==> src/rtl/mmio_host_driver.sv <==
// MMIO initiator for the ring-oscillator capture AFU. It writes the DMA and capture
// configuration, checks each register by readback, starts the run and polls for done.
module mmio_host_driver #(
    parameter int ADDR_WIDTH = 64,
    parameter int SIZE_WIDTH = 32,
    parameter int RD_LATENCY = 1,
    parameter int POLL_WIDTH = 16
) (
    input  logic                  clk,
    input  logic                  rst,
    input  logic                  start,
    input  logic [ADDR_WIDTH-1:0] cfg_rd_addr,
    input  logic [ADDR_WIDTH-1:0] cfg_wr_addr,
    input  logic [SIZE_WIDTH-1:0] cfg_num_samples,
    input  logic [SIZE_WIDTH-1:0] cfg_collect_cycles,
    input  logic [POLL_WIDTH-1:0] poll_interval,
    input  logic [POLL_WIDTH-1:0] max_polls,
    output logic                  mmio_wr_en,
    output logic [15:0]           mmio_wr_addr,
    output logic [63:0]           mmio_wr_data,
    output logic                  mmio_rd_en,
    output logic [15:0]           mmio_rd_addr,
    input  logic [63:0]           mmio_rd_data,
    output logic                  busy,
    output logic                  complete,
    output logic                  err_mismatch,
    output logic                  err_timeout,
    output logic [POLL_WIDTH-1:0] poll_count
);

    localparam int          LAT_W     = $clog2(RD_LATENCY + 1);
    localparam logic [15:0] ADDR_GO   = 16'h0050;
    localparam logic [15:0] ADDR_CFG0 = 16'h0052;
    localparam logic [15:0] ADDR_DONE = 16'h0060;

    // Each state names what is on the bus during that cycle.
    typedef enum logic [3:0] {
        S_IDLE      = 4'd0,
        S_WR_CFG    = 4'd1,
        S_RB_REQ    = 4'd2,
        S_RB_WAIT   = 4'd3,
        S_WR_GO     = 4'd4,
        S_POLL_REQ  = 4'd5,
        S_POLL_WAIT = 4'd6,
        S_POLL_GAP  = 4'd7,
        S_FINISH    = 4'd8
    } state_t;

    state_t                r_state;
    logic [ADDR_WIDTH-1:0] r_cfg_rd_addr;
    logic [ADDR_WIDTH-1:0] r_cfg_wr_addr;
    logic [SIZE_WIDTH-1:0] r_cfg_num_samples;
    logic [SIZE_WIDTH-1:0] r_cfg_collect_cycles;
    logic [POLL_WIDTH-1:0] r_poll_interval;
    logic [POLL_WIDTH-1:0] r_max_polls;
    logic [POLL_WIDTH-1:0] r_gap;
    logic [2:0]            r_idx;
    logic [LAT_W-1:0]      r_lat;

    logic [63:0]           w_rb_expect;
    logic                  w_rb_match;
    logic                  w_lat_done;
    logic                  w_poll_limit;
    logic [POLL_WIDTH-1:0] w_poll_count_inc;

    function automatic logic [15:0] cfg_addr(input logic [1:0] idx);
        return ADDR_CFG0 + {13'd0, idx, 1'b0};
    endfunction

    function automatic logic [63:0] cfg_word(
        input logic [1:0]            idx,
        input logic [ADDR_WIDTH-1:0] rd_addr,
        input logic [ADDR_WIDTH-1:0] wr_addr,
        input logic [SIZE_WIDTH-1:0] num_samples,
        input logic [SIZE_WIDTH-1:0] collect_cycles
    );
        case (idx)
            2'd0:    return 64'(rd_addr);
            2'd1:    return 64'(wr_addr);
            2'd2:    return 64'(num_samples);
            default: return 64'(collect_cycles);
        endcase
    endfunction

    assign w_rb_expect      = cfg_word(r_idx[1:0], r_cfg_rd_addr, r_cfg_wr_addr,
                                       r_cfg_num_samples, r_cfg_collect_cycles);
    assign w_rb_match       = (mmio_rd_data == w_rb_expect);
    assign w_lat_done       = (r_lat == LAT_W'(RD_LATENCY));
    assign w_poll_limit     = (r_max_polls != {POLL_WIDTH{1'b0}}) && (poll_count == r_max_polls);
    assign w_poll_count_inc = (poll_count == {POLL_WIDTH{1'b1}}) ? poll_count
                            : poll_count + {{(POLL_WIDTH-1){1'b0}}, 1'b1};

    // Sequencer: strobes default low every cycle and are raised only for the cycle they apply.
    always_ff @(posedge clk or negedge rst) begin
        if (!rst) begin
            r_state              <= S_IDLE;
            r_cfg_rd_addr        <= {ADDR_WIDTH{1'b0}};
            r_cfg_wr_addr        <= {ADDR_WIDTH{1'b0}};
            r_cfg_num_samples    <= {SIZE_WIDTH{1'b0}};
            r_cfg_collect_cycles <= {SIZE_WIDTH{1'b0}};
            r_poll_interval      <= {POLL_WIDTH{1'b0}};
            r_max_polls          <= {POLL_WIDTH{1'b0}};
            r_gap                <= {POLL_WIDTH{1'b0}};
            r_idx                <= 3'd0;
            r_lat                <= {LAT_W{1'b0}};
            mmio_wr_en           <= 1'b0;
            mmio_wr_addr         <= 16'd0;
            mmio_wr_data         <= 64'd0;
            mmio_rd_en           <= 1'b0;
            mmio_rd_addr         <= 16'd0;
            busy                 <= 1'b0;
            complete             <= 1'b0;
            err_mismatch         <= 1'b0;
            err_timeout          <= 1'b0;
            poll_count           <= {POLL_WIDTH{1'b0}};
        end else begin
            mmio_wr_en   <= 1'b0;
            mmio_wr_addr <= 16'd0;
            mmio_wr_data <= 64'd0;
            mmio_rd_en   <= 1'b0;
            mmio_rd_addr <= 16'd0;
            complete     <= 1'b0;

            case (r_state)
                S_IDLE: begin
                    if (start) begin
                        r_cfg_rd_addr        <= cfg_rd_addr;
                        r_cfg_wr_addr        <= cfg_wr_addr;
                        r_cfg_num_samples    <= cfg_num_samples;
                        r_cfg_collect_cycles <= cfg_collect_cycles;
                        r_poll_interval      <= poll_interval;
                        r_max_polls          <= max_polls;
                        err_mismatch         <= 1'b0;
                        err_timeout          <= 1'b0;
                        poll_count           <= {POLL_WIDTH{1'b0}};
                        busy                 <= 1'b1;
                        mmio_wr_en           <= 1'b1;
                        mmio_wr_addr         <= ADDR_CFG0;
                        mmio_wr_data         <= 64'(cfg_rd_addr);
                        r_idx                <= 3'd1;
                        r_state              <= S_WR_CFG;
                    end else begin
                        busy <= 1'b0;
                    end
                end

                S_WR_CFG: begin
                    if (r_idx[2]) begin
                        mmio_rd_en   <= 1'b1;
                        mmio_rd_addr <= cfg_addr(2'd0);
                        r_idx        <= 3'd0;
                        r_state      <= S_RB_REQ;
                    end else begin
                        mmio_wr_en   <= 1'b1;
                        mmio_wr_addr <= cfg_addr(r_idx[1:0]);
                        mmio_wr_data <= cfg_word(r_idx[1:0], r_cfg_rd_addr, r_cfg_wr_addr,
                                                 r_cfg_num_samples, r_cfg_collect_cycles);
                        r_idx        <= r_idx + 3'd1;
                    end
                end

                S_RB_REQ: begin
                    r_lat   <= {{(LAT_W-1){1'b0}}, 1'b1};
                    r_state <= S_RB_WAIT;
                end

                S_RB_WAIT: begin
                    if (!w_lat_done) begin
                        r_lat <= r_lat + LAT_W'(1'b1);
                    end else if (!w_rb_match) begin
                        err_mismatch <= 1'b1;
                        complete     <= 1'b1;
                        busy         <= 1'b0;
                        r_state      <= S_FINISH;
                    end else if (r_idx == 3'd3) begin
                        mmio_wr_en   <= 1'b1;
                        mmio_wr_addr <= ADDR_GO;
                        mmio_wr_data <= 64'd1;
                        r_state      <= S_WR_GO;
                    end else begin
                        mmio_rd_en   <= 1'b1;
                        mmio_rd_addr <= cfg_addr(r_idx[1:0] + 2'd1);
                        r_idx        <= r_idx + 3'd1;
                        r_state      <= S_RB_REQ;
                    end
                end

                S_WR_GO: begin
                    mmio_rd_en   <= 1'b1;
                    mmio_rd_addr <= ADDR_DONE;
                    poll_count   <= w_poll_count_inc;
                    r_state      <= S_POLL_REQ;
                end

                S_POLL_REQ: begin
                    r_lat   <= {{(LAT_W-1){1'b0}}, 1'b1};
                    r_state <= S_POLL_WAIT;
                end

                S_POLL_WAIT: begin
                    if (!w_lat_done) begin
                        r_lat <= r_lat + LAT_W'(1'b1);
                    end else if (mmio_rd_data[0]) begin
                        complete <= 1'b1;
                        busy     <= 1'b0;
                        r_state  <= S_FINISH;
                    end else if (w_poll_limit) begin
                        err_timeout <= 1'b1;
                        complete    <= 1'b1;
                        busy        <= 1'b0;
                        r_state     <= S_FINISH;
                    end else if (r_poll_interval == {POLL_WIDTH{1'b0}}) begin
                        mmio_rd_en   <= 1'b1;
                        mmio_rd_addr <= ADDR_DONE;
                        poll_count   <= w_poll_count_inc;
                        r_state      <= S_POLL_REQ;
                    end else begin
                        r_gap   <= {{(POLL_WIDTH-1){1'b0}}, 1'b1};
                        r_state <= S_POLL_GAP;
                    end
                end

                S_POLL_GAP: begin
                    if (r_gap == r_poll_interval) begin
                        mmio_rd_en   <= 1'b1;
                        mmio_rd_addr <= ADDR_DONE;
                        poll_count   <= w_poll_count_inc;
                        r_state      <= S_POLL_REQ;
                    end else begin
                        r_gap <= r_gap + {{(POLL_WIDTH-1){1'b0}}, 1'b1};
                    end
                end

                S_FINISH: begin
                    busy    <= 1'b0;
                    r_state <= S_IDLE;
                end

                default: begin
                    busy    <= 1'b0;
                    r_state <= S_IDLE;
                end
            endcase
        end
    end

endmodule

==> config.mk <==
export PLATFORM = sky130hd
export DESIGN_NAME = mmio_host_driver
export DESIGN_NICKNAME = d
export VERILOG_FILES = /design/src/rtl/mmio_host_driver.sv
export SDC_FILE = /design/constraint.sdc
export NUM_CORES = 1
export LEC_CHECK = 0
export BUFFER_PORTS_ARGS = -buffer_cell sky130_fd_sc_hd__buf_2
export CORE_AREA = 2 2 253 192
export DETAILED_ROUTE_END_ITERATION = 7
export DIE_AREA = 0 0 255 194
export HOLD_SLACK_MARGIN = 0.12
export PLACE_DENSITY = 0.59
export SYNTH_ARGS = -nofsm -noshare
export SYNTH_HDL_FRONTEND = slang
export SYNTH_SLANG_ARGS = --single-unit
export TNS_END_PERCENT = 5
==> constraint.sdc <==
create_clock -name clk -period 3.7 [get_ports clk]
set_input_delay 0.74 -clock clk [delete_from_list [all_inputs] [get_ports clk]]
set_output_delay 0.74 -clock clk [all_outputs]
set_load 0.03 [all_outputs]
==> Word level (Yosys, flattened, before mapping) <==
Index checks and enable logic that the tools add are counted.
Widths: inputs -> output; s select.
{ "word_totals": {"input_bits": 291, "output_inout_bits": 118, "ff_bits": 366} }
{ "op_classes": {"n_reduce_logical": 22, "add_sub_neg": 7, "eq_ne": 29, "mux": 92, "bitwise": 1} }
{ "op_table": {"columns": ["operator", "count"], "rows": [
  ["$pmux 64 s3", 2],
  ["$mux 16", 12],
  ["$mux 64", 2],
  ["$mux 7", 10],
  ["$eq 64x64->1", 1],
  ["$pmux 16 s4", 1],
  ["$pmux 8 s5", 1],
  ["$mux 1", 34],
  ["$add 16x1->16 const B", 2],
  ["$eq 16x16->1", 2],
  ["$mux 4", 8],
  ["$mux 8", 4],
  ["$pmux 16 s2", 1],
  ["$pmux 4 s8", 1],
  ["$ne 2x2->1 const B", 14],
  ["$pmux 8 s3", 1],
  ["$reduce_and 5->1", 4],
  ["$mux 3", 6],
  ["$add 7x3->8 const A", 2],
  ["$eq 16x16->1 const B", 1],
  ["$eq 4x3->1 const B", 4],
  ["$logic_not 16->1", 1],
  ["$reduce_bool 16->1", 1],
  ["$pmux 3 s3", 1],
  ["27 further kinds", 35]
]} }

==> Logic depth before layout (Yosys ltp) <==
Gate-level depths: netlist (run 1).
{ "logic_depth": {"depth_word": 7, "mapped_depth": 13, "depth_no_buf": 10} }

==> Worst setup path before layout (run 1) <==
OpenSTA, ideal clock, no wires.
{ "synth_timing": {"kind": "flip-flop to flip-flop", "start": "reg r_idx[0]", "end": "reg mmio_rd_addr[3]", "setup_ns": 0.096, "path_slack_ns": 0.834, "path_stages_with_launch": 12, "required_ns": 3.604, "arrival_ns": 2.770, "path_cell_list": "dfrtp_1 > inv_1 > ha_1 > buf_6 > a222oi_1 > mux2i_1 > xor2_1 > a2111oi_2 > nand4_1 > nor4_4 > nand2_4 > nor4_2"} }
{ "synth_via": {"elab_chain_len": 6, "word_cells_on_any_way": 12, "cone_classes": "add/sub (2); eq/ne (4); mux (5); reduce/logical (1)"} }
{ "synth_rtl": {"columns": ["item", "line", "text"], "rows": [
  ["from (decl)", "57", "logic [2:0] r_idx;"],
  ["from (signal assigned)", "158", "r_idx <= r_idx + 3'd1;"],
  ["from (signal assigned)", "183", "r_idx <= r_idx + 3'd1;"],
  ["$add 2x1->2 (tied with other cells)", "182", "mmio_rd_addr <= cfg_addr(r_idx[1:0] + 2'd1);"],
  ["$add 7x3->8 or $pmux 64 s3 (tied branches)", "67, 77", null],
  ["$mux 8 or $eq 64x64->1 (tied branches)", "175, 87", null],
  ["$mux 8 (*)", "170", "end else if (!w_rb_match) begin"],
  ["$mux 8 (*)", "168", "if (!w_lat_done) begin"],
  ["$pmux 8 s5 (*)", "124", "case (r_state)"],
  ["to (signal assigned)", "150", "mmio_rd_addr <= cfg_addr(2'd0);"],
  ["to (signal assigned)", "182", null],
  ["to (decl)", "22", "output logic [15:0] mmio_rd_addr,"]
]} }
Mark *: on every way between the ends. The rest lies on a longest branch, timed or not.
A chain may end at the register's enable or synchronous reset.

==> Worst setup path after layout (run 1) <==
{ "layout_timing": {"start": "reg r_idx[1]", "end": "reg mmio_rd_addr[2]"} }
The elaborated chain is that of the path after synthesis.

==> results of run 1 <==
## cell usage in the layout, fill, tap and decap left out, drive strengths merged, types with 10 or more instances in the layout
| cell type | count |
|---|---|
| a22oi | 33 |
| nand4 | 25 |
| nor2 | 80 |
| nand2 | 743 |
| and3 | 14 |
| nor3 | 10 |
| a21oi | 11 |
| nand3 | 17 |
| buf | 427 |
| inv | 48 |
| nor4 | 25 |
| conb | 21 |
| clkbuf | 51 |
| o31ai | 16 |
| o21ai | 58 |
| dfrtp | 343 |
| xor2 | 64 |
| xnor2 | 51 |
| a222oi | 32 |
| mux2i | 32 |
## flip-flops by register name (all words and copies together), names as in the netlist, 32 cells and up
name	flops
mmio_wr_data	64
r_cfg_rd_addr	64
r_cfg_wr_addr	64
r_cfg_collect_cycles	32
r_cfg_num_samples	32
## worst paths after layout
check / from / to / slack, ps / cells after the start
max: r_idx[1] / mmio_rd_addr[2] / 250 / 12
min in group clk: max_polls[8] / r_max_polls[8] / 390 / 3
min reg2reg: r_cfg_wr_addr[1] / r_cfg_wr_addr[1] / 480 / 2
max reg2reg: r_idx[1] / mmio_rd_addr[2] / 250 / 12
max in group asynchronous: rst / r_cfg_wr_addr[24] / 2490 / 3
min: rst / mmio_wr_data[55] / 190 / 1
## cell type report
cell class,count,area share [%]
well taps,639,4.005
repair buffers,427,11.92
inverters,46,0.8649
diodes,6,0.07521
clock buffers,51,5.566
multi-input cells,1287,33.47
flip-flops and latches,343,43.00
clock inverters,15,1.097
## logic make-up after synthesis
| kind of cell | after synthesis | synth area share [%] |
|---|---|---|
| XOR/XNOR | 115 | 6.357 |
| other | 1 | 0.02367 |
| buffers and inverters | 163 | 4.762 |
| AO/OA/AOI/OAI | 173 | 7.692 |
| AND/OR/NAND/NOR | 936 | 24.19 |
| multiplexers | 33 | 2.093 |
| flip-flops | 343 | 54.17 |
| adder cells (fa/ha/maj) | 9 | 0.7107 |
## per-stage QoR
step                instance area, um^2  utilization (%)  total power [mW]  hold slack [ps]
global placement                  18560            39.44             12.84            457.2
global route                      19960            42.42             18.21            247.2
floorplan                         15920                -             10.57            444.4
finish                            19960            42.43             17.03            190.2
CTS                               19900            42.30             17.07            249.1
detailed placement                18560            39.44             12.95            462.7
## metal layers
metal	vias to the layer above	part of all wire [%]	global-route usage, %
li1	6509	-	-
met2	550	44	31.80
met5	-	0.086	0
met1	6759	46	31.01
met4	8	2.7	6.541
met3	92	7.2	4.175
## power by group
part	total [mW]	internal, mW	switching (mW)
Combinational	6.77	2.27	4.50
Sequential	6.22	5.28	0.939
Clock	4.04	2.46	1.58
## what timing repair did
| action | CTS | global route |
|---|---|---|
| hold buffers | 0 | 0 |
| endpoints found under the setup margin | 17 | 17 |
| setup buffers | 0 | 2 |
| pin swaps | 0 | 4 |
| gates resized for setup | 2 | 5 |
## critical path, stage by stage, from the launching register on
cell and delay [ps]:
dfrtp_2 420, inv_1 140, ha_4 260, buf_4 220
a222oi_1 390, mux2_2 270, nor2_1 60, nor3_2 300
nand4_1 340, nor4_4 340, buf_4 210, nand2_4 90
nor4_2 270
==> results.py, run 1 <==
metrics = {
    "run_status": {
        "status": "completed",
    },
    "synthesis": {
        "synth-seq-cells": 343,
        "syn_inst": 1773,
        "synthArstFlopShare_pct": 100.0,
        "synth-edff-count": 0,
        "synth.most_common_cell": "nand2_1",
        "synthTopCellsByCount": "nand2_1 (742), dfrtp_1 (343), nor2_1 (80)",
        "ys_seq_area_share_pct": 54.17,
        "syn_area_um2": 15840,
        "yosys_warnings": 0,
        "synth_cell_types": 52,
        "synthTopCellsByArea": "dfrtp_1 (54%), nand2_1 (18%), xor2_1 (3.5%)",
        "synth_largest_area_cell": "dfrtp_1",
        "syn_avg_cell_area_um2": 8.936,
        "synth_top_area_share_pct": 54.17,
        "ys.flop_type": "dfrtp_1",
    },
    "routing": {
        "drt-vias-per-instance": 4.946,
        "first_pass_iters": 7,
        "drt_iter0_drc": 1315,
        "via_count": 13920,
        "wire_per_inst_um": 19.04,
        "routed_wl_um": 53570,
        "ant_nets": 0,
        "drc": 0,
    },
    "floorplanning": {
        "num_io_pins": 409,
        "start_util_pct": 33.67,
        "die-area_um2": 49470,
        "dieWidth_um": 255,
        "die_h_um": 194,
        "fp-row-count": 69,
        "core_area_um2": 47050,
    },
    "place": {
        "placed_cells": 2740,
        "gp_congestion": 0.9541,
        "io_buffers": 387,
        "dpl.hpwl_um": 39900,
        "dp_slack_ps": -204.9,
    },
    "clock_network": {
        "cts_tree": "yes",
        "clock-root-buffer": "clkbuf_16",
        "cts.path.max_buffers": 3,
        "clk_pin_slew_ps": 60,
        "cts.sinks": 343,
        "htree_levels": 2,
        "worst_skew_pair.late_latency_ps": 540,
        "cts_buffers": 38,
    },
    "cells_and_area": {
        "fillers": 4701,
        "nets": 2443,
        "syn2layout_area_growth_pct": 26.00,
        "regArea_um2": 8584,
        "final_cells": 2814,
        "drive_gt1_share_pct": 23.70,
        "multiInputGateArea_um2": 6681,
    },
    "timing": {
        "min_period_ps": 3449,
        "min_period_over_period_pct": 93.21,
        "rsz0062_at_grt": "no",
        "final-hold-violation-count": 0,
        "relSlewSlack_pct": 42.21,
        "setup_ws_ps": 251.1,
        "clock_skew_ps": 23.74,
        "slew_violations": 0,
        "setup_viol": 0,
        "tightest_slew_ps": 864.7,
        "fmaxAchievable_ghz": 0.2900,
        "setup-tns-final_ps": 0,
    },
    "worst_setup_path": {
        "arrival_ps": 3880,
        "end_kind": "flop",
        "cp-start-kind": "flop",
        "crit_fanout": 14,
        "crit_type": "reg2reg",
        "worstPathRequired_ps": 4130,
    },
    "grt": {
        "antenna_found_initial": 11,
        "grt_max_degree": 107,
        "grt_usage_pct": 21.28,
        "grt_pass1_wl_um": 81410,
        "first_global_vias": 13980,
        "grt_overflow": 0,
    },
    "run": {
        "maxCapViolations": 0,
    },
    "worst_hold_path": {
        "hold_path.class": "in2async",
    },
    "power": {
        "max-vdd-ir-drop_v": 0.0003817,
        "power_leakage_nw": 10.48,
        "p_per_area_nw_per_um2": 853.0,
    },
}
Power figures use the tool's default switching activity.
==> run 2, diff against run 1 <==
==> constraint.sdc (replaced) <==
create_clock -name clk -period 3.4 [get_ports clk]
set_input_delay 0.68 -clock clk [delete_from_list [all_inputs] [get_ports clk]]
set_output_delay 0.68 -clock clk [all_outputs]
set_load 0.03 [all_outputs]
==> run 2 against run 1 <==
Net effect: utilization rose by 0.27 points; combinational power grew 11%; critical path depth is 1 higher; worst setup slack lost 22 ps; wire length grew 0.11%; final area up 0.64%; cell count is 0.50% higher; via count is 0.29% lower.
==> results.py, run 2 (synthesis gave the netlist of run 1 again) <==
metrics = {
    "clock_network": {
        "cts_buffers": 38,
        "htree_levels": 2,
        "cts.path.max_buffers": 3,
        "cts_tree": "yes",
        "worst_skew_pair.late_latency_ps": 540,
        "clock-root-buffer": "clkbuf_16",
        "postCtsHoldBufs": 0,
        "clk_pin_slew_ps": 60,
        "cts.sinks": 343,
    },
    "worst_setup_path": {
        "crit_chain": "buf_4 -> ha_4 -> buf_4 -> a22oi_1 -> nor2_1 -> xor2_1 -> nor4_2 -> buf_4 -> nand4_1 -> nor4_4 -> buf_6 -> nand3_2 -> a41oi_1",
        "cp-start-kind": "flop",
        "crit_family": "simple AND/OR/NAND/NOR gates",
        "slowest_delay_ps": 370,
        "arrival_ps": 3610,
        "crit_fanout": 13,
        "crit_type": "reg2reg",
        "critPathSlowestCell": "dfrtp_1",
        "end_kind": "flop",
        "worstPathRequired_ps": 3830,
        "path_common_cell": "buf_4",
        "crit_buf_inv": 4,
    },
    "place": {
        "dpl_cell_area_um2": 18680,
        "io_buffers": 387,
        "dpl.hpwl_um": 39930,
        "gp_congestion": 0.9541,
    },
    "grt": {
        "use_met1_pct": 30.81,
        "grt_use_met2_pct": 32.67,
        "grtUsageMet3_pct": 4.135,
        "busiest_layer": "met2",
        "grt_overflow": 0,
        "grt_pass1_wl_um": 81340,
        "grt_max_degree": 78,
        "grt_usage_pct": 21.27,
        "first_global_vias": 13970,
        "antenna_found_initial": 6,
    },
    "power": {
        "internal_power_mw": 10.78,
        "p_seq_share_pct": 36.7,
        "p_per_area_nw_per_um2": 920.3,
        "power_leakage_nw": 10.55,
        "swShare_pct": 41.69,
        "p_sw_mw": 7.708,
        "clockPowerShare_pct": 22.6,
        "max-vdd-ir-drop_v": 0.0003636,
        "combPwrFrac_pct": 40.7,
    },
    "floorplanning": {
        "fp-row-count": 69,
        "die_h_um": 194,
        "core_area_um2": 47050,
        "start_util_pct": 33.67,
        "die-area_um2": 49470,
        "num_io_pins": 409,
        "dieWidth_um": 255,
    },
    "routing": {
        "ant_nets": 0,
        "drt-vias-per-instance": 4.907,
        "via_count": 13880,
        "drc": 0,
        "wire_per_inst_um": 18.96,
        "first_pass_iters": 8,
        "routed_wl_um": 53630,
        "drt_iter0_drc": 1209,
    },
    "cells_and_area": {
        "fillers": 4722,
        "nets": 2458,
        "multiInputGateArea_um2": 6710,
        "final_common_cell": "nand2_1",
        "drive_gt1_share_pct": 24.23,
        "final_area_um2": 20090,
        "reg.largest.list": "mmio_wr_data x64, r_cfg_rd_addr x64, r_cfg_wr_addr x64",
        "syn2layout_area_growth_pct": 26.80,
        "most-common-layout-cells": "nand2_1 (742), buf_2 (386), dfrtp_1 (342), nor2_1 (80), xor2_1 (64)",
        "regArea_um2": 8584,
    },
    "timing": {
        "clock_skew_ps": 17.87,
        "setup-tns-final_ps": 0,
        "relSlewSlack_pct": 49.25,
        "rsz0062_at_grt": "no",
        "fmaxAchievable_ghz": 0.3154,
        "tightest_slew_ps": 761.3,
        "slew_violations": 0,
        "min_period_over_period_pct": 93.26,
        "final-hold-violation-count": 0,
        "setup_viol": 0,
        "min_period_ps": 3171,
    },
    "worst_hold_path": {
        "hold_path.class": "in2async",
    },
    "run_status": {
        "status": "completed",
    },
    "run": {
        "maxCapViolations": 0,
    },
}
## run 2: worst paths after layout
check	from	endpoint	slack (ps)	depth (start not counted)
max	r_idx[0]	mmio_rd_addr[6]	230	13
min	rst	r_cfg_rd_addr[58]	130	1
max reg2reg	r_idx[0]	mmio_rd_addr[6]	230	13
min reg2reg	r_cfg_wr_addr[28]	r_cfg_wr_addr[28]	480	2
max in group asynchronous	rst	r_cfg_collect_cycles[26]	2240	3
min in group clk	cfg_wr_addr[22]	r_cfg_wr_addr[22]	340	3
## run 2: metrics by stage
stage / power, mW / worst slack, ps / utilization, % / instances / hold slack [ps]
6_report: 18.49 / 229.1 / 42.70 / 2828 / 132.5
5_1_grt: 19.79 / 2.072 / 42.70 / 2828 / 166.5
4_1_cts: 18.50 / 17.13 / 42.42 / 2817 / 154.3
3_5_place_dp: 14.21 / -158.3 / 39.70 / 2748 / 460.7
3_3_place_gp: 14.09 / -49.47 / 39.70 / 2748 / 458.3
2_1_floorplan: 11.50 / 534.0 / - / 1793 / 384.4
## run 2: area by class of cell
class / instances / share of cell area [%]
Clock inverter: 17 / 0.9653
Clock buffer: 52 / 5.244
Timing Repair Buffer: 442 / 12.80
Antenna cell: 2 / 0.02491
Multi-Input combinational cell: 1287 / 33.40
Sequential cell: 343 / 42.73
Inverter: 46 / 0.8594
Tap cell: 639 / 3.980
## run 2: timing repair
action | 4_1_cts | 5_1_grt
endpoints found under the hold margin | 0 | 0
resized for setup | 6 | 7
buffers inserted | 0 | 9
endpoints found under the setup margin | 16 | 17
pin swaps | 2 | 8
## run 2: routing by layer
layer,wire (um),share of wire (%)
met5,41,0.076
met4,1185,2.2
met3,3998,7.5
met2,24060,45
met1,24340,45
## run 2: power groups by stage
stage / logic [mW] / clock network, mW / registers (mW)
after global routing: 8.37 / 4.46 / 6.95
after detailed placement: 7.39 / 0 / 6.82
final: 7.53 / 4.18 / 6.78
after global placement: 7.29 / 0 / 6.81
after floorplan: 4.28 / 0 / 7.22
after CTS: 7.45 / 4.29 / 6.77
